==> src/rtl/matrix_operand_bank_pkg.sv <==
`default_nettype none
// ============================================================================
//  Module      : matrix_bank_pkg
//  Description : Shared definitions for the matrix operand bank: controller
//                state encoding and the lane-to-memory index mapping used when
//                streaming W by column and X by row.
//  Ports       : none (package)
//  Revision    : 1.0 - initial release
// ============================================================================
package matrix_bank_pkg;

  // Controller states: filling memories, both full and idle, streaming a pass.
  typedef enum logic [1:0] {
    LOAD   = 2'd0,
    READY  = 2'd1,
    UNLOAD = 2'd2
  } bank_state_e;

  // W is row-major; beat k presents column k, so lane i is W[i][k].
  function automatic int lane_idx_w(input int n, input int i, input int k);
    return i * n + k;
  endfunction

  // X is row-major; beat k presents row k, so lane i is X[k][i].
  function automatic int lane_idx_x(input int n, input int i, input int k);
    return k * n + i;
  endfunction

endpackage
`default_nettype wire

==> src/rtl/matrix_operand_bank_skew_delay_line.sv <==
`default_nettype none
// ============================================================================
//  Module      : skew_delay_line
//  Description : DW-wide shift register of DEPTH stages with shift enable and
//                synchronous zeroing. dout is the oldest stage, i.e. the value
//                presented on din DEPTH enabled shifts ago.
//  Ports       : clk   - rising-edge clock
//                rst_n - asynchronous active-low reset
//                en    - shift din into the line
//                clr   - zero every stage (wins over en)
//                din   - element entering the line
//                dout  - element leaving the line
//  Revision    : 1.0 - initial release
// ============================================================================
module skew_delay_line #(
  parameter int DW    = 4,
  parameter int DEPTH = 1
) (
  input  logic          clk,
  input  logic          rst_n,
  input  logic          en,
  input  logic          clr,
  input  logic [DW-1:0] din,
  output logic [DW-1:0] dout
);

  logic [DW-1:0] r_stage [DEPTH];

  always_ff @(posedge clk or negedge rst_n) begin
    if (!rst_n) begin
      for (int j = 0; j < DEPTH; j++) r_stage[j] <= '0;
    end else if (clr) begin
      for (int j = 0; j < DEPTH; j++) r_stage[j] <= '0;
    end else if (en) begin
      r_stage[0] <= din;
      for (int j = 1; j < DEPTH; j++) r_stage[j] <= r_stage[j-1];
    end
  end

  assign dout = r_stage[DEPTH-1];

endmodule
`default_nettype wire

==> src/rtl/matrix_operand_bank.sv <==
`default_nettype none
// ============================================================================
//  Module      : matrix_operand_bank
//  Description : Operand store for an N x N matrix-multiply array. Serially
//                loads row-major W and X one element per clock, then streams
//                one W column and one X row per beat over valid/ready.
//                Optional macro MATRIX_OPERAND_BANK_SKEW_EN diagonally skews
//                the lanes (lane i delayed i beats, zero filled, 2N-1 beats).
//  Ports       : clk, rst_n          - clock, async active-low reset
//                clear_w, clear_x    - synchronous clear of one memory
//                data_in, load_w/x   - serial element write
//                w_full, x_full      - memory holds N*N elements
//                start               - pulse when both memories become full
//                unload_go           - begin a pass (honoured in READY only)
//                out_valid/out_ready - beat handshake
//                out_step            - beat index k
//                data_outw/data_outx - lane i = W[i*N+k] / X[k*N+i]
//                done                - pulse after the last beat transfers
//  Revision    : 1.0 - initial release
// ============================================================================
module matrix_operand_bank
  import matrix_bank_pkg::*;
#(
  parameter int N  = 3,
  parameter int DW = 4,
  parameter int CW = $clog2(N*N+1),
`ifdef MATRIX_OPERAND_BANK_SKEW_EN
  localparam int STEPS = 2*N-1,
`else
  localparam int STEPS = N,
`endif
  localparam int SW = $clog2(STEPS)
) (
  input  logic          clk,
  input  logic          rst_n,
  input  logic          clear_w,
  input  logic          clear_x,
  input  logic [DW-1:0] data_in,
  input  logic          load_w,
  input  logic          load_x,
  output logic          w_full,
  output logic          x_full,
  output logic          start,
  input  logic          unload_go,
  output logic          out_valid,
  input  logic          out_ready,
  output logic [SW-1:0] out_step,
  output logic [N*DW-1:0] data_outw,
  output logic [N*DW-1:0] data_outx,
  output logic          done
);

  localparam int NN = N * N;
  localparam logic [CW-1:0] c_nn   = CW'(NN);
  localparam logic [SW-1:0] c_last = SW'(STEPS-1);

  bank_state_e r_state, w_state_nxt;

  logic [DW-1:0]   r_mem_w [NN];
  logic [DW-1:0]   r_mem_x [NN];
  logic [CW-1:0]   r_w_cnt, r_x_cnt, w_w_cnt_nxt, w_x_cnt_nxt;
  logic            r_w_full, r_x_full, r_start, r_done;
  logic            w_we_w, w_we_x, w_w_full_nxt, w_x_full_nxt;
  logic [SW-1:0]   r_k, w_k_nxt;
  logic            w_adv, w_done_nxt, w_xfer, w_clr_any;
  logic [N*DW-1:0] r_data_w, r_data_x;
  logic [DW-1:0]   w_src_w [N];
  logic [DW-1:0]   w_src_x [N];
  logic [DW-1:0]   w_lane_w [N];
  logic [DW-1:0]   w_lane_x [N];

  // --------------------------------------------------------------------------
  // Serial load. W wins when both loads are requested; a full memory ignores
  // further loads, and nothing is written while a pass is streaming.
  // --------------------------------------------------------------------------
  assign w_we_w = load_w & ~clear_w & (r_state != UNLOAD) & (r_w_cnt != c_nn);
  assign w_we_x = load_x & ~load_w & ~clear_x & (r_state != UNLOAD) &
                  (r_x_cnt != c_nn);

  always_comb begin
    w_w_cnt_nxt = r_w_cnt;
    w_x_cnt_nxt = r_x_cnt;
    if (clear_w)     w_w_cnt_nxt = '0;
    else if (w_we_w) w_w_cnt_nxt = r_w_cnt + CW'(1);
    if (clear_x)     w_x_cnt_nxt = '0;
    else if (w_we_x) w_x_cnt_nxt = r_x_cnt + CW'(1);
  end

  assign w_w_full_nxt = (w_w_cnt_nxt == c_nn);
  assign w_x_full_nxt = (w_x_cnt_nxt == c_nn);

  always_ff @(posedge clk or negedge rst_n) begin
    if (!rst_n) begin
      for (int e = 0; e < NN; e++) begin
        r_mem_w[e] <= '0;
        r_mem_x[e] <= '0;
      end
    end else begin
      for (int e = 0; e < NN; e++) begin
        if (clear_w)                            r_mem_w[e] <= '0;
        else if (w_we_w && r_w_cnt == CW'(e))   r_mem_w[e] <= data_in;
        if (clear_x)                            r_mem_x[e] <= '0;
        else if (w_we_x && r_x_cnt == CW'(e))   r_mem_x[e] <= data_in;
      end
    end
  end

  // Flags track the counters; start fires on the rising edge of "both full".
  always_ff @(posedge clk or negedge rst_n) begin
    if (!rst_n) begin
      r_w_cnt  <= '0;
      r_x_cnt  <= '0;
      r_w_full <= 1'b0;
      r_x_full <= 1'b0;
      r_start  <= 1'b0;
    end else begin
      r_w_cnt  <= w_w_cnt_nxt;
      r_x_cnt  <= w_x_cnt_nxt;
      r_w_full <= w_w_full_nxt;
      r_x_full <= w_x_full_nxt;
      r_start  <= w_w_full_nxt & w_x_full_nxt & ~(r_w_full & r_x_full);
    end
  end

  // --------------------------------------------------------------------------
  // Controller
  // --------------------------------------------------------------------------
  assign out_valid = (r_state == UNLOAD);
  assign w_xfer    = out_valid & out_ready;
  assign w_clr_any = clear_w | clear_x;

  always_ff @(posedge clk or negedge rst_n) begin
    if (!rst_n) r_state <= LOAD;
    else        r_state <= w_state_nxt;
  end

  // w_adv marks an edge that presents a new beat (pass start or transfer of a
  // non-final beat); output and skew registers move only on those edges.
  always_comb begin
    w_state_nxt = r_state;
    w_k_nxt     = r_k;
    w_adv       = 1'b0;
    w_done_nxt  = 1'b0;
    case (r_state)
      LOAD: begin
        if (!w_clr_any && r_w_full && r_x_full) w_state_nxt = READY;
      end
      READY: begin
        if (w_clr_any) begin
          w_state_nxt = LOAD;
        end else if (unload_go) begin
          w_state_nxt = UNLOAD;
          w_k_nxt     = '0;
          w_adv       = 1'b1;
        end
      end
      UNLOAD: begin
        if (w_clr_any) begin
          w_state_nxt = LOAD;
          w_k_nxt     = '0;
        end else if (w_xfer) begin
          if (r_k == c_last) begin
            w_state_nxt = READY;
            w_k_nxt     = '0;
            w_done_nxt  = 1'b1;
          end else begin
            w_k_nxt = r_k + SW'(1);
            w_adv   = 1'b1;
          end
        end
      end
      default: begin
        w_state_nxt = LOAD;
        w_k_nxt     = '0;
      end
    endcase
  end

  // --------------------------------------------------------------------------
  // Lane sources for beat w_k_nxt. Beats at or beyond N (skewed tail) have no
  // source column/row and read zero.
  // --------------------------------------------------------------------------
  always_comb begin
    for (int i = 0; i < N; i++) begin
      w_src_w[i] = '0;
      w_src_x[i] = '0;
      for (int kk = 0; kk < N; kk++) begin
        if (w_k_nxt == SW'(kk)) begin
          w_src_w[i] = r_mem_w[lane_idx_w(N, i, kk)];
          w_src_x[i] = r_mem_x[lane_idx_x(N, i, kk)];
        end
      end
    end
  end

`ifdef MATRIX_OPERAND_BANK_SKEW_EN
  // Lane i sees the source from i beats ago. The lines are held at zero
  // outside a pass so the leading diagonal is zero filled.
  logic w_dl_clr;
  assign w_dl_clr    = (w_state_nxt != UNLOAD);
  assign w_lane_w[0] = w_src_w[0];
  assign w_lane_x[0] = w_src_x[0];

  for (genvar gi = 1; gi < N; gi++) begin : g_skew
    skew_delay_line #(.DW(DW), .DEPTH(gi)) u_dl_w (
      .clk   (clk),
      .rst_n (rst_n),
      .en    (w_adv),
      .clr   (w_dl_clr),
      .din   (w_src_w[gi]),
      .dout  (w_lane_w[gi])
    );
    skew_delay_line #(.DW(DW), .DEPTH(gi)) u_dl_x (
      .clk   (clk),
      .rst_n (rst_n),
      .en    (w_adv),
      .clr   (w_dl_clr),
      .din   (w_src_x[gi]),
      .dout  (w_lane_x[gi])
    );
  end
`else
  for (genvar gi = 0; gi < N; gi++) begin : g_lane
    assign w_lane_w[gi] = w_src_w[gi];
    assign w_lane_x[gi] = w_src_x[gi];
  end
`endif

  // --------------------------------------------------------------------------
  // Output registers: zero whenever no beat is valid, held during a stall.
  // --------------------------------------------------------------------------
  always_ff @(posedge clk or negedge rst_n) begin
    if (!rst_n) begin
      r_k      <= '0;
      r_done   <= 1'b0;
      r_data_w <= '0;
      r_data_x <= '0;
    end else begin
      r_k    <= w_k_nxt;
      r_done <= w_done_nxt;
      if (w_state_nxt != UNLOAD) begin
        r_data_w <= '0;
        r_data_x <= '0;
      end else if (w_adv) begin
        for (int i = 0; i < N; i++) begin
          r_data_w[i*DW +: DW] <= w_lane_w[i];
          r_data_x[i*DW +: DW] <= w_lane_x[i];
        end
      end
    end
  end

  assign w_full    = r_w_full;
  assign x_full    = r_x_full;
  assign start     = r_start;
  assign done      = r_done;
  assign out_step  = r_k;
  assign data_outw = r_data_w;
  assign data_outx = r_data_x;

endmodule
`default_nettype wire
==> config.mk <==
export PLATFORM = sky130hd
export DESIGN_NAME = matrix_operand_bank
export DESIGN_NICKNAME = d
export VERILOG_FILES = /design/src/rtl/matrix_operand_bank_pkg.sv /design/src/rtl/matrix_operand_bank_skew_delay_line.sv /design/src/rtl/matrix_operand_bank.sv
export SDC_FILE = /design/constraint.sdc
export NUM_CORES = 1
export LEC_CHECK = 0
export BUFFER_PORTS_ARGS = -buffer_cell sky130_fd_sc_hd__buf_2
export CAP_MARGIN = 20
export CORE_ASPECT_RATIO = 0.9
export CORE_UTILIZATION = 60
export CTS_CLUSTER_DIAMETER = 100
export DETAILED_ROUTE_END_ITERATION = 7
export GPL_ROUTABILITY_DRIVEN = 0
export PLACE_DENSITY = 0.84
export SLEW_MARGIN = 20
export SYNTH_ARGS = -nofsm -noshare
export SYNTH_HDL_FRONTEND = slang
export SYNTH_SLANG_ARGS = --single-unit
export TNS_END_PERCENT = 20
==> constraint.sdc <==
create_clock -name clk -period 3.2 [get_ports clk]
set_input_delay 0.48 -clock clk [delete_from_list [all_inputs] [get_ports clk]]
set_output_delay 0.48 -clock clk [all_outputs]
set_load 0.01 [all_outputs]
==> implementation parameters <==
Parameter                              Value

Run status
  Result of the run ... completed

GRT
  Via count of the first global-routing pass ... about 4.3k
  Tot GR Track Use ... 0.298
  GRT overflow ... 0
  Largest net degree at the start of global routing ... 67
  Global-route wire length before repair ... ~21 mm
  Initial antenna violation count ... 0

Synth
  Parity-gate share of the synthesized area counting xor and xnor cells ... 0.00485
  Total of warnings raised by yosys ... 0
  Number of library cell types mapped by synthesis ... 48
  Instance count of the mapped netlist ... 565
  Syn nets ... approximately 590
  Total of flip-flops plus latches after synthesis ... between 100 and 150
  Biggest area contributors in the synthesized netlist ... sky130_fd_sc_hd__dfrtp_1 (52%), sky130_fd_sc_hd__a221oi_1 (7.9%), sky130_fd_sc_hd__nand2_1 (5.8%), sky130_fd_sc_hd__mux2i_1 (5.2%), sky130_fd_sc_hd__a21oi_1 (4.4%)
  Dominant combinational cell family by area after synthesis ... simple AND/OR/NAND/NOR gates
  Post-synth EDFFs ... 0
  Post-synthesis compound-gate area fraction ... 0.157
  FFs w/ async S/R, synth ... 1.00
  Post-synthesis share of cell area spent on full adders, half adders and majority gates ... 0.0277
  Area of the mapped netlist ... 5410 um^2
  Synth area leader ... sky130_fd_sc_hd__dfrtp_1
  Proportion of netlist area held by the largest area contributor ... 0.518
  Main flop type after synthesis ... sky130_fd_sc_hd__dfrtp_1
  Area fraction in and, or, nand and nor cells after synthesis ... 0.176
  Multiplexer fraction of the synthesized cell area ... 0.0580
  Sequential share of the synthesized area ... 0.518
  Average size of a mapped cell ... 9.58 um^2

Routing
  Routed len/inst ... 18.1 um
  Drt first pass iters ... 7
  Final WL ... roughly 13 mm
  Via Count ... 4445
  DRT iter0 DRCs ... about 430
  Via-to-Cell Ratio ... 6.30
  Final routed DRC violation total ... 0
  Number of nets with antenna violations after detailed routing ... 0

Clocking
  Clk buf depth ... 2
  Insertion delay to the later sink of the worst-skew pair ... roughly 0.38 ns
  Clock transition at the registers of the reported paths ... 0.10 ns
  CTS-repair resized insts ... 0
  Number of buffers inserted during clock tree synthesis ... 9
  CTS tree ... built
  Number of clock sinks seen by CTS ... 112
  CTS root buf ... sky130_fd_sc_hd__clkbuf_8
  Level count of the clock H-tree ... 3
  Count of hold-fix buffers inserted at cts ... 0
  Setup Fix Bufs, Post-CTS ... 0

Final layout
  Area overhead of the layout relative to synthesis ... 9.43%
  Sequential cell area in the final layout ... 2800 um^2
  Total of fill cells in the finished design ... 672
  Leading cell types in the layout, fill and taps excluded ... sky130_fd_sc_hd__dfrtp_1 (112), sky130_fd_sc_hd__nand2_1 (84), sky130_fd_sc_hd__a221oi_1 (49), sky130_fd_sc_hd__a21oi_1 (48), sky130_fd_sc_hd__nand3_1 (48)
  Layout Cell Area excl Fill ... 5920 um^2
  Non-Filler Instances ... 706
  Number of antenna cells inserted ... 0
  Share of post-route cells with drive strength above 1 ... 0.138
  Most common cell after layout, fill and taps aside ... sky130_fd_sc_hd__dfrtp_1
  Net count of the finished layout ... roughly 610
  Multi-input combinational cell area ... 2330 um^2

Timing
  RSZ-0062 raised after global routing ... false
  Setup-failing EPs final ... 0
  Pins Over Slew Limit ... 0
  Clock Skews ... roughly 0.016 ns
  Transition time of the tightest slew-check pin ... 1.15 ns
  Final hold violations ... 0
  Max transition margin ... 0.234
  Highest achievable clock rate ... 346 MHz
  Post-route clock period utilization ... 0.904
  Worst hold margin ... 0.111 ns
  Fin Setup TNS ... 0 ns
  Post-route minimum period ... 2.89 ns

Worst setup path
  Setup slack on the worst flop-to-flop path ... 0.31 ns
  Critical path startpoint category ... flip-flop
  Worst r2r dst ... data_outw[11]
  Number of cells on the worst reg-to-reg path ... 8
  Start-to-end type of the worst setup path ... reg2reg
  Required time of the worst setup path ... 3.39 ns
  FF-to-FF Start ... r_state[0]
  Highest fanout seen on the critical path ... 24
  Last element of the critical path ... data_outw[11]
  Crit end category ... flip-flop
  Worst EP arrival ... a little over 3 ns
  Worst Setup SP ... r_state[0]

Job
  MaxCap Viol Count ... 0

Floorplanning
  Die span in x ... roughly 100 um
  Number of cell rows ... 32
  Number of primary I/O pins ... between 40 and 50
  Starting Density ... 0.626
  Die extent in y ... 92.1 um
  Die footprint ... ~9400 um^2
  Area of the core ... 8650 um^2

Min path
  Path class of the lowest-slack min-delay path ... in2async

Pwr
  Power Total ... approximately 2.5 mW
  Power density over the cells ... roughly 420 nW/um^2
  Leakage power ... 2.59 nW
  Peak supply drop ... 0.226 mV

Placed design
  Total cell area at the placement stage ... 5710 um^2
  Buffers on Ports ... between 40 and 50
  Hpwl dp ... between 8 and 9 mm
  Number of placed instances, taps included ... 690
logic make-up after synthesis:
logic type	count (synthesis)
AO/OA/AOI/OAI	120
XOR/XNOR	3
adder cells (fa/ha/maj)	12
buffers and inverters	80
flip-flops	112
multiplexers	31
AND/OR/NAND/NOR	207
cell type report:
| cell class | count | share of cell area |
|---|---|---|
| Tap cell | 119 | 0.0251 |
| Timing Repair Buffer | 52 | 0.0507 |
| Sequential cell | 112 | 0.473 |
| Inverter | 34 | 0.0215 |
| Clock buffer | 10 | 0.0232 |
| Multi-Input combinational cell | 373 | 0.393 |
| Clock inverter | 6 | 0.0129 |
metal layers:
metal  GRT usage  vias up  part of all wire  wire length, um
li1            -     2024                 -                -
met1       0.441     2164              0.45             5720
met2       0.450      235              0.47             5990
met3      0.0389       22             0.069              880
met4       0.106        0             0.016              202
met5           0        -                 0                0
power by group:
| part | switching (mW) | leakage [nW] | internal, mW |
|---|---|---|---|
| sequential | 0.0130 | 1.56 | 1.43 |
| combinational | 0.121 | 0.928 | 0.0433 |
| clock | 0.500 | 0.103 | 0.396 |
| total | 0.633 | 2.59 | 1.87 |
registers in the layout, indices dropped and copies added, names as in the netlist:
name	count
data_outw	12
data_outx	12
done	1
out_step	2
r_mem_w	36
r_mem_x	36
r_state	2
r_w_cnt	4
r_x_cnt	4
start	1
w_full	1
x_full	1
worst max-delay path, stage by stage (launching register included):
cell and delay [ns]:
sky130_fd_sc_hd__dfrtp_1 0.45, sky130_fd_sc_hd__inv_1 0.11, sky130_fd_sc_hd__ha_1 0.36, sky130_fd_sc_hd__nor3b_1 0.24, sky130_fd_sc_hd__buf_4 0.17, sky130_fd_sc_hd__nand2_1 0.05, sky130_fd_sc_hd__a221o_1 0.73, sky130_fd_sc_hd__a221oi_1 0.47
sky130_fd_sc_hd__a221oi_1 0.14
cell usage after synthesis (2+ instances only):
| cell | instances |
|---|---|
| sky130_fd_sc_hd__dfrtp_1 | 112 |
| sky130_fd_sc_hd__nand2_1 | 84 |
| sky130_fd_sc_hd__a221oi_1 | 49 |
| sky130_fd_sc_hd__a21oi_1 | 48 |
| sky130_fd_sc_hd__nand3_1 | 48 |
| sky130_fd_sc_hd__nor2_1 | 44 |
| sky130_fd_sc_hd__clkbuf_1 | 36 |
| sky130_fd_sc_hd__inv_1 | 34 |
| sky130_fd_sc_hd__mux2i_1 | 28 |
| sky130_fd_sc_hd__ha_1 | 12 |
| sky130_fd_sc_hd__o21ai_0 | 6 |
| sky130_fd_sc_hd__buf_2 | 5 |
| sky130_fd_sc_hd__buf_1 | 4 |
| sky130_fd_sc_hd__nor2b_1 | 4 |
| sky130_fd_sc_hd__nor3b_1 | 4 |
| sky130_fd_sc_hd__and2_1 | 3 |
| sky130_fd_sc_hd__mux2_2 | 3 |
| sky130_fd_sc_hd__or3b_2 | 3 |
| sky130_fd_sc_hd__a2111o_1 | 2 |
| sky130_fd_sc_hd__a22oi_1 | 2 |
| sky130_fd_sc_hd__a31oi_1 | 2 |
| sky130_fd_sc_hd__and3_1 | 2 |
| sky130_fd_sc_hd__nand3b_1 | 2 |
| sky130_fd_sc_hd__nand4b_1 | 2 |
| sky130_fd_sc_hd__nor3_1 | 2 |
| sky130_fd_sc_hd__xor2_1 | 2 |
worst min path at each step:
stage / depth (start not counted) / end / startpoint
floorplan: 0 / data_outw[0] / rst_n
global placement: 2 / r_mem_x[21] / r_mem_x[21]
detailed placement: 2 / r_mem_x[27] / r_mem_x[27]
CTS: 1 / done / rst_n
global route: 1 / done / rst_n
finish: 1 / done / rst_n
metrics by stage:
| stage | worst slack (ns) | utilization |
|---|---|---|
| after floorplan | 0.791 | - |
| after global placement | 0.313 | 0.659 |
| after detailed placement | 0.0648 | 0.660 |
| after CTS | 0.365 | 0.685 |
| after global routing | 0.0942 | 0.685 |
| final | 0.306 | 0.685 |
No activity file was read; power rests on OpenSTA's default activity.
